## src/rtl/uart_frame_receiver.sv

```systemverilog
// UART 8N1 receiver that packs BYTES_PER_FRAME bytes into one frame, first byte in the MSBs.
// Optional mid-frame idle timeout: define RX_FRAME_TIMEOUT_EN.
module uart_frame_receiver #(
    parameter int unsigned CLKS_PER_BIT    = 10416,
    parameter int unsigned BYTES_PER_FRAME = 3,
    parameter int unsigned TIMEOUT_CLKS    = 100000000
) (
    input  logic                         clk,
    input  logic                         reset,
    input  logic                         RxD,
    output logic [7:0]                   byte_data,
    output logic                         byte_valid,
    output logic [8*BYTES_PER_FRAME-1:0] frame_data,
    output logic                         frame_valid,
    output logic                         framing_error,
    output logic                         busy
);

    localparam int unsigned FRAME_W = 8 * BYTES_PER_FRAME;
    localparam int unsigned CNT_W   = (CLKS_PER_BIT > 1) ? $clog2(CLKS_PER_BIT) : 1;
    localparam int unsigned IDX_W   = (BYTES_PER_FRAME > 1) ? $clog2(BYTES_PER_FRAME) : 1;

    localparam logic [CNT_W-1:0] HALF_TC  = CNT_W'(CLKS_PER_BIT / 2 - 1);
    localparam logic [CNT_W-1:0] BIT_TC   = CNT_W'(CLKS_PER_BIT - 1);
    localparam logic [IDX_W-1:0] LAST_IDX = IDX_W'(BYTES_PER_FRAME - 1);

    typedef enum logic [2:0] {
        StIdle,
        StStart,
        StData,
        StStop,
        StWaitHigh
    } state_e;

    state_e             r_state;
    logic               r_rx_meta;
    logic               r_rx_sync;
    logic [CNT_W-1:0]   r_bit_cnt;
    logic [2:0]         r_bit_idx;
    logic [7:0]         r_shift;
    logic [IDX_W-1:0]   r_byte_idx;
    logic [FRAME_W-1:0] r_shadow;
    logic [7:0]         r_byte_data;
    logic               r_byte_valid;
    logic [FRAME_W-1:0] r_frame_data;
    logic               r_frame_valid;
    logic               r_framing_error;

    logic               w_rx_s;
    logic [FRAME_W-1:0] w_assembled;

`ifdef RX_FRAME_TIMEOUT_EN
    localparam int unsigned          IDLE_W  = $clog2(TIMEOUT_CLKS + 1);
    localparam logic [IDLE_W-1:0]    IDLE_TC = IDLE_W'(TIMEOUT_CLKS - 1);
    logic [IDLE_W-1:0]               r_idle_cnt;
`endif

    always_ff @(posedge clk or negedge reset) begin
        if (!reset) begin
            r_rx_meta <= 1'b1;
            r_rx_sync <= 1'b1;
        end else begin
            r_rx_meta <= RxD;
            r_rx_sync <= r_rx_meta;
        end
    end

    assign w_rx_s = r_rx_sync;

    // Shadow copy with the current byte dropped into its slot; index 0 lands in the MSBs.
    always_comb begin
        w_assembled = r_shadow;
        for (int i = 0; i < BYTES_PER_FRAME; i++) begin
            if (r_byte_idx == IDX_W'(BYTES_PER_FRAME - 1 - i)) begin
                w_assembled[i*8 +: 8] = r_shift;
            end
        end
    end

    always_ff @(posedge clk or negedge reset) begin
        if (!reset) begin
            r_state         <= StIdle;
            r_bit_cnt       <= '0;
            r_bit_idx       <= '0;
            r_shift         <= '0;
            r_byte_idx      <= '0;
            r_shadow        <= '0;
            r_byte_data     <= '0;
            r_byte_valid    <= 1'b0;
            r_frame_data    <= '0;
            r_frame_valid   <= 1'b0;
            r_framing_error <= 1'b0;
        end else begin
            r_byte_valid    <= 1'b0;
            r_frame_valid   <= 1'b0;
            r_framing_error <= 1'b0;
            case (r_state)
                StIdle: begin
                    if (!w_rx_s) begin
                        r_state   <= StStart;
                        r_bit_cnt <= '0;
                    end
                end
                StStart: begin
                    if (r_bit_cnt == HALF_TC) begin
                        r_bit_cnt <= '0;
                        r_bit_idx <= '0;
                        r_state   <= w_rx_s ? StIdle : StData;
                    end else begin
                        r_bit_cnt <= r_bit_cnt + 1'b1;
                    end
                end
                StData: begin
                    if (r_bit_cnt == BIT_TC) begin
                        r_bit_cnt <= '0;
                        r_shift   <= {w_rx_s, r_shift[7:1]};
                        r_bit_idx <= r_bit_idx + 1'b1;
                        if (r_bit_idx == 3'd7) begin
                            r_state <= StStop;
                        end
                    end else begin
                        r_bit_cnt <= r_bit_cnt + 1'b1;
                    end
                end
                StStop: begin
                    if (r_bit_cnt == BIT_TC) begin
                        r_bit_cnt <= '0;
                        if (w_rx_s) begin
                            r_byte_data  <= r_shift;
                            r_byte_valid <= 1'b1;
                            r_shadow     <= w_assembled;
                            r_state      <= StIdle;
                            if (r_byte_idx == LAST_IDX) begin
                                r_frame_data  <= w_assembled;
                                r_frame_valid <= 1'b1;
                                r_byte_idx    <= '0;
                            end else begin
                                r_byte_idx <= r_byte_idx + 1'b1;
                            end
                        end else begin
                            r_framing_error <= 1'b1;
                            r_byte_idx      <= '0;
                            r_state         <= StWaitHigh;
                        end
                    end else begin
                        r_bit_cnt <= r_bit_cnt + 1'b1;
                    end
                end
                StWaitHigh: begin
                    if (w_rx_s) begin
                        r_state <= StIdle;
                    end
                end
                default: r_state <= StIdle;
            endcase
`ifdef RX_FRAME_TIMEOUT_EN
            // A start detect takes priority over the timeout in the same cycle.
            if (r_state == StIdle && r_byte_idx != '0 && w_rx_s) begin
                if (r_idle_cnt == IDLE_TC) begin
                    r_byte_idx      <= '0;
                    r_framing_error <= 1'b1;
                end
            end
`endif
        end
    end

`ifdef RX_FRAME_TIMEOUT_EN
    always_ff @(posedge clk or negedge reset) begin
        if (!reset) begin
            r_idle_cnt <= '0;
        end else if (r_state == StIdle && r_byte_idx != '0 && w_rx_s
                     && r_idle_cnt != IDLE_TC) begin
            r_idle_cnt <= r_idle_cnt + 1'b1;
        end else begin
            r_idle_cnt <= '0;
        end
    end
`endif

    assign byte_data     = r_byte_data;
    assign byte_valid    = r_byte_valid;
    assign frame_data    = r_frame_data;
    assign frame_valid   = r_frame_valid;
    assign framing_error = r_framing_error;
    assign busy          = (r_state != StIdle) || (r_byte_idx != '0);

endmodule

```

## config.mk

```make
export PLATFORM = sky130hd
export DESIGN_NAME = uart_frame_receiver
export DESIGN_NICKNAME = d
export VERILOG_FILES = /design/src/rtl/uart_frame_receiver.sv
export SDC_FILE = /design/constraint.sdc
export NUM_CORES = 1
export LEC_CHECK = 0
export CAP_MARGIN = 20
export CORE_ASPECT_RATIO = 0.7
export CORE_MARGIN = 2
export CORE_UTILIZATION = 30
export DETAILED_ROUTE_END_ITERATION = 10
export GPL_ROUTABILITY_DRIVEN = 1
export SYNTH_ARGS = -nofsm -noshare
export SYNTH_HDL_FRONTEND = slang
export SYNTH_SLANG_ARGS = --single-unit
```

## constraint.sdc

```tcl
create_clock -name clk -period 3 [get_ports clk]
set_input_delay 0.9 -clock clk [delete_from_list [all_inputs] [get_ports clk]]
set_output_delay 0.9 -clock clk [all_outputs]
set_load 0.02 [all_outputs]
```

; ---- After elaboration in Yosys (flattened, before gate mapping)
; Cells that the tools add are included.
[word_totals]
output_inout_bits = 36
elab_cells = 77
ff_bits = 91
[classes]
n_eq_ne = 15
mux = 31
addsub = 3
n_reduce_logical = 15
[ops]
columns = op, count
row1 = $mux 14, 3
row2 = $pmux 14 s3, 1
row3 = $mux 3, 9
row4 = $mux 8, 3
row5 = $pmux 3 s5, 1
row6 = $add 14x1->14 const B, 1
row7 = $eq 14x13->1 const B, 1
row8 = $eq 14x14->1 const B, 1
row9 = $ne 2x2->1 const B, 6
row10 = $mux 1, 10
row11 = $eq 3x2->1 const B, 2
row12 = $eq 3x3->1 const B, 2
row13 = $mux 2, 3
row14 = $pmux 3 s2, 1
row15 = $reduce_and 2->1, 3
row16 = $reduce_and 3->1, 2
row17 = $reduce_and 6->1, 1
row18 = $reduce_bool 3->1, 2
row19 = $reduce_and 4->1, 1
row20 = $reduce_bool 2->1, 2
row21 = $add 3x1->3 const B, 1
row22 = $eq 3x1->1 const B, 1
row23 = $logic_not 3->1, 1
row24 = $add 2x1->2 const B, 1
row25 = 5 further kinds, 5

; ---- Longest topological paths before layout
; Gate-level depths: netlist of run 1.
[depth]
word_depth = 5
depth_mapped = 9
ltp_nobuf = 6

; ---- Least setup slack after synthesis of run 1
; No wires, ideal clock.
[synth_path]
path_type = register to register
startpoint = register r_bit_cnt[0]
endpoint = register r_shadow[16]
slack_ps = 726
required_ps = 2875
stages_incl_launch_ff = 9
n_path_buf = 2
arrival_time_ps = 2149
cell_sequence = dfrtp_1 > ha_1 > and4bb_1 > and4_1 > buf_6 > nand3_4 > or4b_1 > buf_6 > mux2_4
[synth_via]
elab_chain_cells = 2
[synth_lines]
columns = element, line_no
row1 = from (decl), 38  ; logic [CNT_W-1:0] r_bit_cnt;
row2 = from (signal assigned), 110  ; r_bit_cnt <= r_bit_cnt + 1'b1;
row3 = from (signal assigned), 122  ; r_bit_cnt <= r_bit_cnt + 1'b1;
row4 = from (signal assigned), 146  ; r_bit_cnt <= r_bit_cnt + 1'b1;
row5 = $eq 14x14->1, 126  ; if (r_bit_cnt == BIT_TC) begin
row6 = $reduce_and 3->1 (no line), n/a
row7 = to (signal assigned), 131  ; r_shadow <= w_assembled;
row8 = to (decl), 42  ; logic [FRAME_W-1:0] r_shadow;
; No other way between the ends.
; A chain may end at the register's enable or synchronous reset.

; ---- Worst setup path in the final report of run 1
[layout_path]
startpoint = register r_state[2]
endpoint = output port busy
[layout_via]
elab_chain_cells = 2
[layout_lines]
columns = element, line_no
row1 = from (decl), 35  ; state_e r_state;
row2 = from (signal assigned), 82  ; r_state <= StIdle;
row3 = from (signal assigned), 100  ; r_state <= StStart;
row4 = from (signal assigned), 108  ; r_state <= w_rx_s ? StIdle : StData;
row5 = $reduce_bool 3->1, 186  ; assign busy = (r_state != StIdle) || (r_byte_idx != '0);
row6 = $logic_or 1x1->1, 186
row7 = to (decl), 16  ; output logic busy
; No other way between the ends.

==> flow_metrics.env, run 1 <==
export IMPL_outcome="completed"
export IMPL_first_global_vias=2473
export IMPL_hp_start="r_rx_meta$_DFF_PN1_"
export IMPL_synth_async_reset_ratio=1.00
export IMPL_io_buffer_count=38
export IMPL_antenna_found_initial=0
export IMPL_area_delta_synth_final_pct=23.0
export IMPL_netlist_instances=323
export IMPL_synth_seq_cells=83
export IMPL_vdd_drop_max_mv=0.292
export IMPL_power_density_mw_per_mm2=492
export IMPL_grt_overflow=0
export IMPL_leakage_nw=2.15
export IMPL_setup_viol=0
export IMPL_startpoint_type="flop"
export IMPL_routed_via_density=4.69
export IMPL_hold_end="r_rx_sync$_DFF_PN1_"
export IMPL_gp_congestion=0.814
export IMPL_synth_area_mux_share=0.114
export IMPL_num_antenna_cells=0
export IMPL_timing_rr_start="r_bit_cnt[0]$_DFFE_PN0P_"
export IMPL_ys_top_cells_by_area="dfrtp_1 56%, nand2_1 9.2%, mux2_2 7.5%"
export IMPL_pin_count=39
export IMPL_clk_insertion_delay_late_ns=0.34
export IMPL_cts_made_buffers=9
export IMPL_cts_root_buf="clkbuf_16"
export IMPL_cts_htree_levels=3
export IMPL_ff2ff_setup_slack_ns=0.28
export IMPL_synth_edf_count=0
export IMPL_die_w_um=135
export IMPL_worstPathMaxFanout=9
export IMPL_synth_compound_area_frac=0.0633
export IMPL_layout_drive_gt1_share=0.163
export IMPL_drc=0
export IMPL_num_vias=2456
export IMPL_core_mm2=0.0117
export IMPL_syn_mean_instance_area_um2=11.1
export IMPL_dr_pass1_iters=4
export IMPL_syn_nets=329
export IMPL_cts_repair_resized=0
export IMPL_synth_ff_type="dfrtp_1"
export IMPL_finalSetupTns_ns=0
export IMPL_finalCritPeriodShare=0.923
export IMPL_worstRegToRegCells=6
export IMPL_drt_iter0_drc=163
export IMPL_synth_fa_ha_area_frac=0.0104
export IMPL_cts_max_path_buffers=2
export IMPL_worstMarginPinSlew_ns=0.759
export IMPL_required_ns=2.10
export IMPL_path_cells="nor3_1 -> nand2_1 -> clkdlybuf4s50_1"
export IMPL_drv_cap=0
export IMPL_dp_hpwl_mm=5.09
export IMPL_crit_path_top_delay_cell="clkdlybuf4s50_1"
export IMPL_slew_headroom=0.490
export IMPL_power_mw=2.18
export IMPL_clock_skew_ns=0.00785
export IMPL_die_h_um=95.6
export IMPL_hold_viol_final=0
export IMPL_syn_cell_area_mm2=0.00360
export IMPL_start_util=0.308
export IMPL_grt_max_degree=46
export IMPL_wirelength_mm=7.52
export IMPL_fmax_ghz=0.361
export IMPL_rsz0062_at_grt="no"
export IMPL_ys_warn_count=0
export IMPL_synth_top_cell_area_share=0.564
export IMPL_drtAntennaViolNets=0
export IMPL_cts_clk_slew_worst_paths_ns=0.06
export IMPL_cts_tree="done"
export IMPL_layout_nets=368
export IMPL_grt_pass1_wl_mm=12.7
export IMPL_yosys_area_top_type="dfrtp_1"
export IMPL_place_inst=508
export IMPL_wl_per_cell_um=14.3
export IMPL_fin_crit_ns=2.77
export IMPL_cpPeakStageDelay_ns=0.55
export IMPL_layoutNonFillerInstCount=524
export IMPL_yosysSeqAreaShare=0.578
export IMPL_yosys_area_share_simple=0.202
export IMPL_grt_util_all_layers=0.128
export IMPL_fp_row_count=33
export IMPL_yosys_area_share_xor_xnor=0.00487
export IMPL_synth_cell_types=45
export IMPL_worstSetupPathType="reg -> out"
export IMPL_arrival_ns=1.87
export IMPL_hold_path_depth=0
export IMPL_post_cts_buffers=0
export IMPL_end_kind="output port"
export IMPL_cts_hold_buf=0
export IMPL_worstReg2RegEnd="r_shadow[18]$_DFFE_PN0P_"
export IMPL_hp_class="reg -> reg"
export IMPL_dieArea_mm2=0.0129
export IMPL_synth_top_family_by_area="simple AND/OR/NAND/NOR gates"
export IMPL_maxSlewViolCount=0
export IMPL_cts_sinks=83
export IMPL_whs_ns=0.356
-- critical path, delay by kind of cell, from the launching register on --
kind,cells,cell delay (ns)
buffers and inverters,1,0.55
DFF,1,0.49
and+or+nand+nor,2,0.49
-- metal layers --
| layer | vias to the layer above | track usage | wire (um) |
|---|---|---|---|
| met1 | 1203 | 0.186 | 3970 |
| met5 | - | 0 | 0 |
| met2 | 48 | 0.184 | 3150 |
| met3 | 11 | 0.0324 | 280 |
| met4 | 0 | 0.0474 | 120 |
| li1 | 1194 | - | - |
-- through the flow --
| step | cell area, um^2 | utilization | setup WS [ns] |
|---|---|---|---|
| 2_1_floorplan | 3600 | - | 0.726 |
| 5_1_grt | 4420 | 0.379 | 0.124 |
| 3_5_place_dp | 4150 | 0.355 | 0.274 |
| 4_1_cts | 4420 | 0.379 | 0.227 |
| 3_3_place_gp | 4150 | 0.355 | 0.373 |
| 6_report | 4420 | 0.379 | 0.231 |
-- power by group --
part	switching (mW)	internal, mW	total, mW
Clock	0.436	0.587	1.02
Combinational	0.0215	0.00522	0.0268
Sequential	0.00297	1.12	1.12
Total	0.461	1.71	2.18
-- Yosys cell counts (3+ instances only) --
| cell type | instances |
|---|---|
| a21oi_1 | 13 |
| nand4_1 | 7 |
| nand2_1 | 88 |
| and3b_1 | 3 |
| nand3_1 | 10 |
| mux2_2 | 24 |
| and4_1 | 3 |
| clkbuf_1 | 11 |
| inv_1 | 5 |
| nand2b_1 | 4 |
| nor2_1 | 11 |
| nor3_1 | 3 |
| dfrtp_1 | 81 |
| o21ai_0 | 4 |
| a22o_1 | 5 |
| a31oi_1 | 5 |
| ha_1 | 3 |
| mux2_4 | 8 |
-- layout by cell type, fill, tap and decap left out, types with 2 or more instances in the layout --
master,synthesis,routed
nand2_1,88,88
dfrtp_1,81,81
clkdlybuf4s50_1,0,37
mux2_2,24,24
a21oi_1,13,13
nor2_1,11,11
nand3_1,10,10
clkbuf_16,0,9
mux2_4,8,8
nand4_1,7,7
buf_4,0,6
inv_1,5,5
a22o_1,5,5
a31oi_1,5,5
nand2b_1,4,4
o21ai_0,4,4
and4_1,3,3
nor3_1,3,3
and3b_1,3,3
ha_1,3,3
clkbuf_1,11,3
nor2b_1,2,2
and3_1,2,2
a21o_1,2,2
mux2i_1,2,2
xnor2_1,2,2
dfstp_2,2,2
-- how the worst max path moves through the flow --
stage | from | endpoint | slack [ns] | cells past startpoint
finish | r_state[2]$_DFFE_PN0P_ | busy | 0.23 | 3
CTS | r_state[2]$_DFFE_PN0P_ | busy | 0.23 | 3
global route | r_state[2]$_DFFE_PN0P_ | busy | 0.12 | 3
floorplan | r_bit_cnt[0]$_DFFE_PN0P_ | r_shadow[16]$_DFFE_PN0P_ | 0.73 | 8
global placement | r_bit_cnt[0]$_DFFE_PN0P_ | r_shadow[21]$_DFFE_PN0P_ | 0.37 | 6
detailed placement | r_bit_cnt[0]$_DFFE_PN0P_ | r_shadow[18]$_DFFE_PN0P_ | 0.27 | 6
-- sequential cells by signal (all words and copies together) (netlist names) --
signal,count
frame_data,24
r_shadow,16
r_bit_cnt,14
byte_data,8
r_shift,8
r_bit_idx,3
r_state,3
r_byte_idx,2
byte_valid,1
frame_valid,1
framing_error,1
r_rx_meta,1
r_rx_sync,1
-- logic make-up after synthesis --
group	count (synthesis)
buffers and inverters	21
xor gates and xnor gates	2
DFF	83
AOI/OAI and AO/OA	35
adders and majority gates	3
and+or+nand+nor	145
muxes	34
-- area by class of cell --
| cell class | count | area, um^2 |
|---|---|---|
| Inverter | 5 | 18.8 |
| Multi-Input combinational cell | 219 | 1420 |
| Clock buffer | 13 | 250 |
| Clock inverter | 3 | 22.5 |
| Tap cell | 157 | 196 |
| Sequential cell | 83 | 2080 |
| Timing Repair Buffer | 44 | 435 |
| Fill cell | 1138 | 7260 |
Power figures use the tool's default switching activity.
==> run 2: changes to the inputs <==
ABC_AREA = 0   (was unset)
clock period = 2.9 ns   (was 3 ns; I/O delays follow)
==> run 2 against run 1 <==
Effect of this change:
- critical path depth did not move
- non-clock buffer count is 7 higher
- routed wire length is 4.2% higher
- sequential share of layout area shrank 0.60 points
- cell count up 1.3%
- cell area rose by 1.3%
- highest routed layer unchanged
==> flow_metrics.env, run 2 (synthesis results as in run 1) <==
export IMPL_cts_root_buf="clkbuf_16"
export IMPL_n_fill_cell=1107
export IMPL_largest_register_ffs=24
export IMPL_setup_viol=0
export IMPL_pin_count=39
export IMPL_routed_via_density=4.65
export IMPL_p_switching_uw=475
export IMPL_p_sw_frac=0.208
export IMPL_met3_usage=0.0425
export IMPL_arrival_ns=1.92
export IMPL_rsz0062_at_grt="no"
export IMPL_first_global_vias=2504
export IMPL_grt_busiest_layer="met1"
export IMPL_place_area_mm2=0.00419
export IMPL_cts_htree_levels=3
export IMPL_drc=0
export IMPL_slew_headroom=0.633
export IMPL_cts_clk_slew_worst_paths_ns=0.06
export IMPL_fp_row_count=33
export IMPL_final_area_mm2=0.00448
export IMPL_worstSetupPathType="reg -> out"
export IMPL_grt_max_degree=41
export IMPL_cts_sinks=83
export IMPL_cts_hold_buf=0
export IMPL_fin_crit_ns=2.79
export IMPL_worstPathMaxFanout=9
export IMPL_vdd_drop_max_mv=0.324
export IMPL_worstMarginPinSlew_ns=0.551
export IMPL_dr_pass1_iters=6
export IMPL_post_place_ws_ns=0.365
export IMPL_place_inst=515
export IMPL_drv_cap=0
export IMPL_wl_per_cell_um=14.8
export IMPL_num_antenna_cells=0
export IMPL_clkPwrFrac=0.479
export IMPL_leakage_nw=2.19
export IMPL_cts_made_buffers=9
export IMPL_area_delta_synth_final_pct=24.6
export IMPL_gr_usage_met1=0.191
export IMPL_maxSlewViolCount=0
export IMPL_met2_usage=0.190
export IMPL_layoutNonFillerInstCount=531
export IMPL_internal_power_mw=1.81
export IMPL_core_mm2=0.0117
export IMPL_grt_overflow=0
export IMPL_grt_util_all_layers=0.132
export IMPL_setup_slack_ns=0.108
export IMPL_die_w_um=135
export IMPL_drt_iter0_drc=134
export IMPL_outcome="completed"
export IMPL_fmax_ghz=0.358
export IMPL_post_cts_buffers=0
export IMPL_finalSetupTns_ns=0
export IMPL_io_buffer_count=38
export IMPL_num_vias=2471
export IMPL_dieArea_mm2=0.0129
export IMPL_die_h_um=95.6
export IMPL_p_comb_frac=0.013
export IMPL_layout_drive_gt1_share=0.187
export IMPL_clock_skew_ns=0.0109
export IMPL_clk_insertion_delay_late_ns=0.34
export IMPL_p_seq_frac=0.509
export IMPL_required_ns=2.03
export IMPL_drtAntennaViolNets=0
export IMPL_gp_congestion=0.823
export IMPL_grt_pass1_wl_mm=13.0
export IMPL_startpoint_type="flop"
export IMPL_cts_tree="done"
export IMPL_cts_max_path_buffers=2
export IMPL_finalCritPeriodShare=0.963
export IMPL_start_util=0.308
export IMPL_layout_commonest_cell="nand2_1"
export IMPL_end_kind="output port"
export IMPL_antenna_found_initial=0
export IMPL_layout_nets=375
export IMPL_dp_hpwl_mm=5.48
export IMPL_hold_viol_final=0
export IMPL_wirelength_mm=7.83
export IMPL_power_density_mw_per_mm2=511
export IMPL_hp_class="reg -> reg"
export IMPL_cts_repair_resized=0
export IMPL_mostFrequentLayoutCells="88 x nand2_1, 81 x dfrtp_1, 37 x clkdlybuf4s50_1"
-- run 2: changes by cell type in the layout (fill, tap and decap cells not counted), sizes merged --
cell / before / now
buf: 7 / 14
clkinv: 2 / 4
clkbuf: 13 / 12
inv: 6 / 5
-- run 2: stage by stage --
stage	utilization	hold slack, ns	power, mW
after detailed placement	0.359	0.347	1.22
after global routing	0.383	0.366	2.37
after global placement	0.359	0.346	1.21
final	0.383	0.356	2.29
after CTS	0.383	0.356	2.33
after floorplan	-	0.345	1.19
-- run 2: worst paths after layout --
| check | to | slack, ns | cells past startpoint | from |
|---|---|---|---|---|
| worst max-delay path | busy | 0.11 | 3 | r_state[2]$_DFFE_PN0P_ |
| worst min-delay path | r_rx_sync$_DFF_PN1_ | 0.36 | 0 | r_rx_meta$_DFF_PN1_ |
| worst max register to register | r_shadow[23]$_DFFE_PN0P_ | 0.36 | 6 | r_bit_cnt[1]$_DFFE_PN0P_ |
| worst min register to register | r_rx_sync$_DFF_PN1_ | 0.36 | 0 | r_rx_meta$_DFF_PN1_ |
| max in group asynchronous | byte_data[7]$_DFFE_PN0P_ | 1.75 | 2 | reset |
| min in group asynchronous | r_bit_cnt[11]$_DFFE_PN0P_ | 0.52 | 1 | reset |
-- run 2: area by class of cell --
type	count	area (um^2)	area share
Clock inverter	4	23.8	0.00531
Inverter	5	18.8	0.00419
Multi-Input combinational cell	219	1420	0.317
Timing Repair Buffer	51	475	0.106
Clock buffer	12	267	0.0595
Tap cell	157	196	0.0438
Sequential cell	83	2080	0.464
-- run 2: power by group through the flow --
| stage | Combinational (mW) | Sequential [mW] | Clock (mW) |
|---|---|---|---|
| 6_report | 0.0289 | 1.16 | 1.10 |
| 5_1_grt | 0.0346 | 1.16 | 1.18 |
| 4_1_cts | 0.0311 | 1.16 | 1.13 |
| 3_5_place_dp | 0.0311 | 1.18 | 0 |
| 3_3_place_gp | 0.0297 | 1.18 | 0 |
| 2_1_floorplan | 0.00260 | 1.18 | 0 |
-- run 2: layer usage --
layer,routed length (um),vias to the layer above
met5,0,-
met4,90,0
met3,348,6
met2,3290,43
met1,4110,1217
li1,-,1205
-- run 2: worst max-delay path: stages, from the launching register on --
cell and delay [ns]:
dfrtp_1 0.47, nor3_1 0.42, nand2_1 0.14, clkdlybuf4s50_1 0.56
==> run 3: changes to the inputs <==
CORE_ASPECT_RATIO = 1.75   (was 0.7)
==> run 3 against run 2 <==
Effect of this change:
- routed wire length down 11%
- global-route usage down 1.3 points
- sequential power about the same
- cell count down 4.0%
- die area up 0.16%
- largest cell class unchanged
- largest power group unchanged
- clock power about the same
- fmax up 7.0%
- non-clock buffer count up 1
- highest routed layer unchanged
- total power about the same
==> flow_metrics.env, run 3 (synthesis results as in run 1) <==
export IMPL_cts_tree="done"
export IMPL_fmax_ghz=0.383
export IMPL_path_buf_inv=1
export IMPL_io_buffer_count=38
export IMPL_ff2ff_setup_slack_ns=0.37
export IMPL_layoutNonFillerInstCount=510
export IMPL_core_mm2=0.0116
export IMPL_cts_hold_buf=0
export IMPL_mostFrequentLayoutCells="88 x nand2_1, 81 x dfrtp_1, 37 x clkdlybuf4s50_1"
export IMPL_dr_pass1_iters=4
export IMPL_power_density_mw_per_mm2=510
export IMPL_vdd_drop_max_mv=0.237
export IMPL_cts_sinks=83
export IMPL_die_w_um=86.8
export IMPL_place_inst=494
export IMPL_startpoint_type="flop"
export IMPL_start_util=0.309
export IMPL_critPathLaunch="r_state[2]$_DFFE_PN0P_"
export IMPL_clock_skew_ns=0.00724
export IMPL_regArea_mm2=0.00208
export IMPL_post_cts_buffers=0
export IMPL_cts_clk_slew_worst_paths_ns=0.06
export IMPL_rsz0062_at_grt="no"
export IMPL_largest_register_ffs=24
export IMPL_wirelength_mm=6.98
export IMPL_drtAntennaViolNets=0
export IMPL_gp_congestion=0.768
export IMPL_layout_commonest_cell="nand2_1"
export IMPL_timing_rr_start="r_bit_cnt[0]$_DFFE_PN0P_"
export IMPL_cts_made_buffers=9
export IMPL_antenna_found_initial=0
export IMPL_multiInputGateArea_mm2=0.00142
export IMPL_wl_met2_mm=3.84
export IMPL_required_ns=2.03
export IMPL_finalCritPeriodShare=0.900
export IMPL_grt_util_all_layers=0.119
export IMPL_layout_nets=376
export IMPL_pin_count=39
export IMPL_worstReg2RegEnd="r_shadow[18]$_DFFE_PN0P_"
export IMPL_hold_path_depth=0
export IMPL_crit_end="busy"
export IMPL_maxSlewViolCount=0
export IMPL_cts_htree_levels=3
export IMPL_drt_iter0_drc=66
export IMPL_drv_cap=0
export IMPL_worstRegToRegCells=6
export IMPL_leakage_nw=2.20
export IMPL_fp_row_count=52
export IMPL_cts_max_path_buffers=2
export IMPL_grt_pass1_wl_mm=12.0
export IMPL_worstSetupPathType="reg -> out"
export IMPL_grt_max_degree=49
export IMPL_cts_repair_resized=0
export IMPL_end_kind="output port"
export IMPL_setup_slack_ns=0.289
export IMPL_setup_viol=0
export IMPL_num_vias=2466
export IMPL_drc=0
export IMPL_dp_hpwl_mm=5.13
export IMPL_routed_via_density=4.84
export IMPL_wl_met1_mm=2.81
export IMPL_worstMarginPinSlew_ns=0.603
export IMPL_topRoutingLayerUsed="met4"
export IMPL_path_depth=3
export IMPL_outcome="completed"
export IMPL_critPathTopFamily="buffers and inverters"
export IMPL_finalSetupTns_ns=0
export IMPL_dieArea_mm2=0.0129
export IMPL_hold_viol_final=0
export IMPL_worstPathMaxFanout=9
export IMPL_num_antenna_cells=0
export IMPL_post_place_ws_ns=0.389
export IMPL_area_delta_synth_final_pct=24.7
export IMPL_n_fill_cell=1123
export IMPL_cpPeakStageDelay_ns=0.54
export IMPL_fin_crit_ns=2.61
export IMPL_hp_class="reg -> reg"
export IMPL_die_h_um=149
export IMPL_clk_insertion_delay_late_ns=0.33
export IMPL_first_global_vias=2430
export IMPL_path_cells="nor3_1 -> nand2_1 -> clkdlybuf4s50_1"
export IMPL_crit_path_top_delay_cell="clkdlybuf4s50_1"
export IMPL_layout_drive_gt1_share=0.189
export IMPL_wl_per_cell_um=13.7
export IMPL_cts_root_buf="clkbuf_16"
export IMPL_arrival_ns=1.74
export IMPL_dr_wl_met3_um=176
export IMPL_slew_headroom=0.598
export IMPL_grt_overflow=0
run 3: cell type report:
type,instances,share of cell area
Clock inverter,3,0.00447
Tap cell,135,0.0377
Sequential cell,83,0.464
Timing Repair Buffer,52,0.111
Inverter,5,0.00419
Clock buffer,13,0.0625
Multi-Input combinational cell,219,0.317
run 3: metrics by stage:
| step | hold slack, ns | total power [mW] | area, um^2 | util |
|---|---|---|---|---|
| 6_report | 0.358 | 2.29 | 4480 | 0.385 |
| 5_1_grt | 0.360 | 2.39 | 4480 | 0.385 |
| 4_1_cts | 0.361 | 2.33 | 4480 | 0.385 |
| 3_5_place_dp | 0.352 | 1.22 | 4180 | 0.359 |
| 3_3_place_gp | 0.348 | 1.22 | 4180 | 0.359 |
| 2_1_floorplan | 0.345 | 1.19 | 3600 | - |
run 3: per-layer routing:
| metal | vias up | GRT usage |
|---|---|---|
| met1 | 1207 | 0.132 |
| li1 | 1205 | - |
| met3 | 12 | 0.0282 |
| met4 | 0 | 0.0547 |
| met5 | - | 0 |
| met2 | 42 | 0.212 |
run 3: power breakdown:
| part | internal [mW] | switching [mW] | leakage (nW) |
|---|---|---|---|
| combinational | 0.00619 | 0.0225 | 0.920 |
| sequential | 1.16 | 0.00275 | 1.14 |
| clock | 0.671 | 0.425 | 0.144 |
run 3: worst min-delay path by stage:
stage                                    from                  end  slack (ns)
final                     r_rx_meta$_DFF_PN1_  r_rx_sync$_DFF_PN1_        0.36
after CTS                 r_rx_meta$_DFF_PN1_  r_rx_sync$_DFF_PN1_        0.36
after global placement    r_rx_meta$_DFF_PN1_  r_rx_sync$_DFF_PN1_        0.35
after floorplan           r_rx_meta$_DFF_PN1_  r_rx_sync$_DFF_PN1_        0.35
after detailed placement  r_rx_meta$_DFF_PN1_  r_rx_sync$_DFF_PN1_        0.35
after global routing      r_rx_meta$_DFF_PN1_  r_rx_sync$_DFF_PN1_        0.36
